<file path="config.mk">
export PLATFORM = sky130hd
export DESIGN_NAME = mdc_commutator_flat
export DESIGN_NICKNAME = d
export VERILOG_FILES = /design/src/rtl/mdc_commutator_pkg.sv /design/src/rtl/mdc_commutator_if.sv /design/src/rtl/mdc_commutator_shiftreg_en.sv /design/src/rtl/mdc_commutator.sv /design/src/flat_wrapper.sv
export SDC_FILE = /design/constraint.sdc
export NUM_CORES = 1
export LEC_CHECK = 0
export ABC_AREA = 1
export CAP_MARGIN = 20
export CORE_AREA = 10 10 47 49
export CTS_CLUSTER_SIZE = 40
export DETAILED_ROUTE_END_ITERATION = 8
export DIE_AREA = 0 0 57 59
export PLACE_DENSITY = 0.71
export SLEW_MARGIN = 40
export SYNTH_ARGS = -nofsm -noshare
export SYNTH_HDL_FRONTEND = slang
export SYNTH_SLANG_ARGS = --single-unit
</file>
<file path="constraint.sdc">
create_clock -name clk -period 0.8 [get_ports clk]
set_input_delay 0.24 -clock clk [delete_from_list [all_inputs] [get_ports clk]]
set_output_delay 0.24 -clock clk [all_outputs]
set_load 0.1 [all_outputs]
</file>
<file path="src/rtl/mdc_commutator_pkg.sv">
// Shared NTT parameters and derivation helpers used by the butterfly pipeline stages.
package mdc_commutator_pkg;

  localparam int NTT_LOGQ = 32;

  // Index counter width: log2 of the commutator depth, but never narrower than one bit.
  function automatic int calc_logd(input int depth);
    int l;
    l = $clog2(depth);
    return (l < 1) ? 1 : l;
  endfunction

endpackage

</file>
<file path="src/rtl/mdc_commutator_if.sv">
// Pair stream into the commutator and butterfly-operand stream out of it.
interface mdc_commutator_if
  import mdc_commutator_pkg::*;
#(
  parameter int LOGQ = NTT_LOGQ,
  parameter int LOGD = 1
);

  logic            in_valid;
  logic [LOGQ-1:0] in_a;
  logic [LOGQ-1:0] in_b;
  logic            out_valid;
  logic [LOGQ-1:0] out_a;
  logic [LOGQ-1:0] out_b;
  logic [LOGD-1:0] out_idx;

  modport master (
    output in_valid, in_a, in_b,
    input  out_valid, out_a, out_b, out_idx
  );

  modport slave (
    input  in_valid, in_a, in_b,
    output out_valid, out_a, out_b, out_idx
  );

endinterface

</file>
<file path="src/rtl/mdc_commutator_shiftreg_en.sv">
// Fixed-depth delay line that only advances on enabled cycles; contents are never reset.
module shiftreg_en #(
  parameter int WIDTH = 1,
  parameter int DEPTH = 1
) (
  input  logic             clk,
  input  logic             en,
  input  logic [WIDTH-1:0] din,
  output logic [WIDTH-1:0] dout
);

  logic [WIDTH-1:0] stage [DEPTH];

  always_ff @(posedge clk) begin
    if (en) begin
      stage[0] <= din;
      for (int i = 1; i < DEPTH; i++) begin
        stage[i] <= stage[i-1];
      end
    end
  end

  assign dout = stage[DEPTH-1];

endmodule

</file>
<file path="src/rtl/mdc_commutator.sv">
// Multi-path delay commutator: reorders two coefficient lanes into butterfly operand pairs
// spaced DEPTH apart, with the in-block position for twiddle addressing.
module mdc_commutator
  import mdc_commutator_pkg::*;
#(
  parameter int LOGQ  = 0,
  parameter int DEPTH = 1,
  parameter int LOGD  = calc_logd(DEPTH)
) (
  input  logic               clk,
  input  logic               rst,
  mdc_commutator_if.slave    bus
);

  // Counter spans two D-blocks; its top bit tells which half of the period we are in.
  localparam int CW = $clog2(DEPTH) + 1;

  logic [CW-1:0]   cnt;
  logic [CW-1:0]   idx_full;
  logic            primed;
  logic            odd_block;
  logic            shift;
  logic [LOGQ-1:0] b_delayed;
  logic [LOGQ-1:0] upper;
  logic [LOGQ-1:0] lower;
  logic [LOGQ-1:0] upper_delayed;
  logic            valid_q;
  logic [LOGQ-1:0] a_q;
  logic [LOGQ-1:0] b_q;
  logic [LOGD-1:0] idx_q;

  assign shift     = bus.in_valid & ~rst;
  assign odd_block = cnt[CW-1];
  assign idx_full  = cnt & CW'(DEPTH - 1);

  shiftreg_en #(.WIDTH(LOGQ), .DEPTH(DEPTH)) lane_b_delay (
    .clk  (clk),
    .en   (shift),
    .din  (bus.in_b),
    .dout (b_delayed)
  );

  // Odd blocks route the delayed B lane up and A straight down; even blocks the reverse.
  always_comb begin
    upper = bus.in_a;
    lower = b_delayed;
    if (odd_block) begin
      upper = b_delayed;
      lower = bus.in_a;
    end
  end

  shiftreg_en #(.WIDTH(LOGQ), .DEPTH(DEPTH)) upper_delay (
    .clk  (clk),
    .en   (shift),
    .din  (upper),
    .dout (upper_delayed)
  );

  // Outputs only update on productive cycles, so they hold through stalls and priming.
  always_ff @(posedge clk) begin
    if (rst) begin
      cnt     <= '0;
      primed  <= 1'b0;
      valid_q <= 1'b0;
      a_q     <= '0;
      b_q     <= '0;
      idx_q   <= '0;
    end else begin
      valid_q <= 1'b0;
      if (bus.in_valid) begin
        cnt <= cnt + CW'(1);
        if (cnt == CW'(DEPTH - 1)) begin
          primed <= 1'b1;
        end
        if (primed) begin
          valid_q <= 1'b1;
          a_q     <= upper_delayed;
          b_q     <= lower;
          idx_q   <= LOGD'(idx_full);
        end
      end
    end
  end

  assign bus.out_valid = valid_q;
  assign bus.out_a     = a_q;
  assign bus.out_b     = b_q;
  assign bus.out_idx   = idx_q;

endmodule

</file>
<file path="src/flat_wrapper.sv">
// flat-port wrapper written by rule: the top's interface ports become plain ports
module mdc_commutator_flat import mdc_commutator_pkg::*;
#(
  parameter int LOGQ  = 0,
  parameter int DEPTH = 1,
  parameter int LOGD  = calc_logd(DEPTH)
)
  (clk, rst, bus_in_valid, bus_in_a, bus_in_b, bus_out_valid, bus_out_a, bus_out_b, bus_out_idx);
  mdc_commutator_if #(.LOGQ(LOGQ), .LOGD(LOGD)) bus_i ();
  input  logic clk;
  input  logic rst;
  input wire logic [$bits(bus_i.in_valid)-1:0] bus_in_valid;
  input wire logic [$bits(bus_i.in_a)-1:0] bus_in_a;
  input wire logic [$bits(bus_i.in_b)-1:0] bus_in_b;
  output wire logic [$bits(bus_i.out_valid)-1:0] bus_out_valid;
  output wire logic [$bits(bus_i.out_a)-1:0] bus_out_a;
  output wire logic [$bits(bus_i.out_b)-1:0] bus_out_b;
  output wire logic [$bits(bus_i.out_idx)-1:0] bus_out_idx;
  assign bus_i.in_valid = bus_in_valid;
  assign bus_i.in_a = bus_in_a;
  assign bus_i.in_b = bus_in_b;
  assign bus_out_valid = bus_i.out_valid;
  assign bus_out_a = bus_i.out_a;
  assign bus_out_b = bus_i.out_b;
  assign bus_out_idx = bus_i.out_idx;
  mdc_commutator #(.LOGQ(LOGQ), .DEPTH(DEPTH), .LOGD(LOGD)) u_core (.clk(clk), .rst(rst), .bus(bus_i));
endmodule
</file>
==> results.toml <==
[yosys]
syn_inst = 51
synth-seq-area-share_pct = 60.6
yosysWarningCount = 0
ys_seq_elements = 11
synth.cell_area_sq_um = 429
yosysUniqueCellTypes = 14
avgSynthCellArea_sq_um = 8.41
syn-num-nets = 58

[clocking]
clk_pin_slew_ps = 60
cts.hold.buffers_added = 0
postCtsSetupBuffers = 0
cts_num_sinks = 11
clock_latency_ps = 260
numCtsBuffers = 3
h-tree-depth = 1
tritoncts = "done"
clk_path_buf_depth = 2
cts_root_buffer = "clkbuf_4"

[setup_path]
critPathLaunch = "u_core.bus.out_a[0]"
r2r_cells = 2
critPathLaunchType = "flop"
critPathKind = "flop to output pin"
cpLargestDelayFamily = "flip-flops"
endpoint_kind = "output pin"
path_buf_inv = 1
crit_chain = "buf_12"
crit_required_ps = 560
r2r_start = "u_core.lane_b_delay.stage[0][1]"
cp_max_fo = 2
arrival_ps = 790
slowest_delay_ps = 360
worst-r2r-setup-slack_ps = 20
r2r_end = "u_core.upper_delay.stage[0][1]"
crit_slowest_cell = "dfxtp_4"

[detailed_routing]
drt_wl_total_um = 830
firstDrtPassIters = 1
routedWlPerCell_um = 10.0
drc = 0
drt_iter0_drc = 0
vias = 363
drt.antenna.violating_nets = 0
viasPerCell = 4.37

[min_path]
hp-start = "bus_in_a[0]"
whs_endpoint = "u_core.upper_delay.stage[0][0]"
min_path_type = "input pin to flop"
whs_path_depth = 3

[floorplan]
die_h_um = 59
floorplan.core_area_sq_um = 1400
die_area_sq_um = 3360
ios = 13
rows = 14
fp.dieW_um = 57
initial_utilization_pct = 30.6

[place]
placed_cell_area_sq_um = 638
io_buffers = 11
hpwlAfterDp_um = 681
gp_congestion = 0.814

[sta]
fin_skew_ps = 1.01
period_needed_ps = 1030
rsz0062_at_grt = "yes"
setup_viol = 5
max_clock_freq_ghz = 0.974
finalHoldViolCount = 0
drv_slew = 0
finalCritPeriodShare_pct = 128
setup_ws_ps = -227

[run_status]
outcome = "complete, but fails checks"
violations = "negative setup slack"

[finish]
syn_to_final_growth_pct = 62.7
drive_gt1_share_pct = 38.8
antennaDiodeCount = 0
fillers = 136
nets = 75
postLayoutCellArea_sq_um = 698

[grt]
grt_pass1_vias = 380
grt_pass1_wl_mm = 1.42
grt_overflow = 0
track_usage_pct = 5.38
antenna_found_initial = 0
grt_max_degree = 7

[job]
maxCapViolCount = 0

[power]
p_per_area_nw_per_um2 = 1900
p_total_mw = 1.33
p_leak_nw = 0.310
max-vdd-ir-drop_v = 0.00125
==> cell families after synthesis <==
group	count (synthesis)	share of synthesized area [%]
other	1	0.874
DFF	11	60.6
buffers and inverters	9	9.33
and+or+nand+nor	24	22.2
AOI/OAI and AO/OA	6	7.00
==> worst max-delay path by stage <==
stage,endpoint,depth (start not counted)
2_1_floorplan,u_core.bus.out_b[-1],4
3_3_place_gp,u_core.upper_delay.stage[0][0],3
3_5_place_dp,u_core.upper_delay.stage[0][0],3
4_1_cts,bus_out_b[0],1
5_1_grt,bus_out_a[0],1
6_report,bus_out_a[0],1
==> cells in the final DEF (no fill, tap or decap) <==
| cell | instances |
|---|---|
| clkbuf_1 | 1 |
| dlygate4sd2_1 | 1 |
| nand2_2 | 2 |
| dlymetal6s2s_1 | 1 |
| inv_1 | 5 |
| edfxtp_1 | 4 |
| clkbuf_4 | 3 |
| nand2_1 | 13 |
| o21ai_1 | 1 |
| dfxtp_2 | 1 |
| nand3_2 | 2 |
| buf_4 | 2 |
| conb_1 | 1 |
| nor2_1 | 5 |
| clkdlybuf4s50_1 | 3 |
| nand2_4 | 1 |
| inv_4 | 2 |
| a21oi_1 | 3 |
| nor2_4 | 1 |
| inv_2 | 1 |
| buf_12 | 5 |
| clkdlybuf4s15_1 | 1 |
| dfxtp_4 | 6 |
| o21ai_0 | 2 |
==> flip-flops by register name (all words and copies together) (netlist names) <==
name	count
u_core.bus.out_a	1
u_core.bus.out_a[-1]	1
u_core.upper_delay.stage	2
u_core.lane_b_delay.stage	2
u_core.bus.out_b	1
u_core.bus.out_valid	1
u_core.bus.out_b[-1]	1
u_core.cnt	1
u_core.primed	1
==> synth_stat cells <==
library cell	number	share of area (%)
a21oi_1	3	3.5
buf_4	1	1.7
conb_1	1	0.87
dfxtp_1	7	33
edfxtp_1	4	28
inv_1	5	4.4
inv_2	2	1.7
inv_4	1	1.5
nand2_1	15	13
nand2_2	1	1.5
nand3_1	2	2.3
nor2_1	6	5.2
o21ai_0	2	2.3
o21ai_1	1	1.2
==> power breakdown <==
group          total [mW]  internal, mW  switching (mW)  leakage (nW)
clock               0.361         0.193           0.168        0.0150
sequential          0.646         0.613          0.0321        0.0997
combinational       0.319         0.117           0.202         0.195
total                1.33         0.923           0.403         0.310
==> routing by layer <==
layer / global-route usage, % / vias up / share of wire [%]
li1: - / 190 / -
met1: 4.33 / 155 / 41
met2: 9.77 / 14 / 48
met3: 2.79 / 4 / 9.0
met4: 4.03 / 0 / 2.3
met5: 0 / - / 0
==> through the flow <==
stage	worst slack, ps	setup TNS (ps)	hold slack [ps]	std cells	util (%)
2_1_floorplan	-63.0	-73.4	303	51	-
3_3_place_gp	-500	-5090	454	79	45.5
5_1_grt	-257	-1280	351	83	49.8
6_report	-227	-1110	313	83	49.8
4_1_cts	-235	-1150	420	83	47.8
3_5_place_dp	-529	-5350	455	79	45.5
==> area by class of cell <==
cell class	count	area, sq um	share of cell area (%)
Tap cell	16	20.0	2.87
Multi-Input combinational cell	31	156	22.4
Clock buffer	4	26.3	3.76
Timing Repair Buffer	13	176	25.3
Sequential cell	11	284	40.7
Inverter	8	35.0	5.02
==> repair_timing <==
| action | in CTS | in global routing |
|---|---|---|
| endpoints found under the setup margin | 18 | 11 |
| resized for setup | 5 | 9 |
| pin swaps | 3 | 6 |
Power figures use the tool's default switching activity.
==> patch: new RTL, same settings <==
Make the reset (`rst`) asynchronous in one clocked block.
--- a/src/rtl/mdc_commutator.sv
+++ b/src/rtl/mdc_commutator.sv
@@ -59,5 +59,5 @@
 
   // Outputs only update on productive cycles, so they hold through stalls and priming.
-  always_ff @(posedge clk) begin
+  always_ff @(posedge clk or posedge rst) begin
     if (rst) begin
       cnt     <= '0;
Function: differs if rst is asserted again (counterexample within 4 cycles, from zero or initial values and one cycle with rst high); with rst held inactive, the same outputs for 10 cycles.
==> patch against the original RTL <==
The run still ends with setup timing left; routed wire length down 0.48%; power up 20%; global-route usage decreased by 0.82 points; final area is 1.3% lower; hold slack worse by 0.25 ns; sequential cell count unchanged; setup slack worse by 0.15 ns; combinational power grew 54%; sequential power is 9.9% higher; synthesized area grew 2.6%; highest routed layer unchanged.
==> patch: results (changes against the original RTL) <==
| Metric | Value |
|---|---|
| Status | finished, violations left |
| Failing checks | setup timing |
| Synth Flop Type | dfrtp_1 |
| Routed length per instance | 10.33 µm (+3.2%) |
| Met2 wire length | 372 µm (-6.1%) |
| Global Route Usage Sum | 4.563% (-0.82 points) |
| Hold WC Path Type | in -> async |
| Complex-gate fraction of the synthesized area | 0% (-7.0 points) |
| Largest net degree at the start of global routing | 8 (+1) |
| Vias in the first global route | 322 (-15%) |
| Layout Cells excl Fill | 80 (-3.6%) |
| First-pass GRT wire length | 1173 µm (-17%) |
| Top area cells in the synthesized netlist | dfrtp_1, edfxtp_1, nand2_1, inv_1, buf_4 |
| Routed wl met3 | 97 µm (+29%) |
| Pre-antenna DRT Iters | 4 (+3) |
| GRT met1 Usage | 3.739% (-0.59 points) |
| R2R setup slack | -0.04 ns (-0.06 ns) |
| Final WS setup | -0.3769 ns (-0.1500 ns) |
| DP Worst Slack | -0.4838 ns (+0.04475 ns) |
| Reg2Reg Depth | 3 (+1) |
| Async SR Flop Fraction | 63.64% (+64 points) |
| Syn Nets | 55 (-5.2%) |
| Fill cells | 142 (+4.4%) |
| Final setup violation count | 9 (+4) |
| Layout Skew | 0.0007442 ns (-0.0002613 ns) |
| Detailed Route Iter0 Violations | 10 (+10) |
| Switching share of total power | 35.48% (+5.1 points) |
| Slowest-stage cell, CP | dfrtp_4 |
| Max incr delay on CP | 0.49 ns (+0.13 ns) |
| Cells after Synth | 48 (-5.9%) |
| Commonest cells post-synth | nand2_1, dfrtp_1, edfxtp_1 |
| Layout Nets | 72 (-4.0%) |
-- patch: cell types whose count changed in the layout (fill, tap and decap cells not counted), moves of 3 or more --
cell and change:
dfxtp_4 -6, nand2_1 +12, inv_1 -3, nor2_1 -5
a21oi_1 -3, dfrtp_4 +5
-- patch: worst max path at each step --
stage | start | end | cells past startpoint
6_report | u_core.bus.out_b[-1] | bus_out_b[1] | 1
5_1_grt | u_core.bus.out_a[-1] | bus_out_a[1] | 1
2_1_floorplan | u_core.bus.out_a[-1] | u_core.bus.out_a[-1] | 2
3_5_place_dp | bus_in_valid | u_core.lane_b_delay.stage[0][0] | 3
3_3_place_gp | bus_in_valid | u_core.upper_delay.stage[0][0] | 3
4_1_cts | u_core.bus.out_b[-1] | bus_out_b[1] | 1
-- patch: final cells by class --
cell class	instances	area share, %
Tap cell	16	2.904
Multi-Input combinational cell	31	19.42
Inverter	5	3.085
Sequential cell	11	45.73
Timing Repair Buffer	13	25.05
Clock buffer	4	3.811
-- patch: stage by stage --
step / util, % / TNS, ns / cell area (µm²) / hold slack [ns]
finish: 49.20 / -1.945 / 689.4 / 0.06737
global route: 49.20 / -2.253 / 689.4 / 0.08905
CTS: 47.86 / -2.096 / 670.6 / 0.09013
detailed placement: 45.80 / -5.514 / 641.9 / 0.4371
global placement: 45.80 / -5.223 / 641.9 / 0.4293
floorplan: - / -0.3831 / 461.7 / 0.04350
-- patch: logic make-up after synthesis --
family / count (synthesis)
buffers and inverters: 6
DFF: 11
other: 1
and+or+nand+nor: 30
-- patch: power by group through the flow --
stage               registers [mW]  logic [mW]  clock network [mW]
floorplan                    0.907       0.106                   0
global placement             0.715       0.482                   0
detailed placement           0.717       0.486                   0
CTS                          0.704       0.487               0.393
global route                 0.717       0.515               0.415
finish                       0.710       0.492               0.385
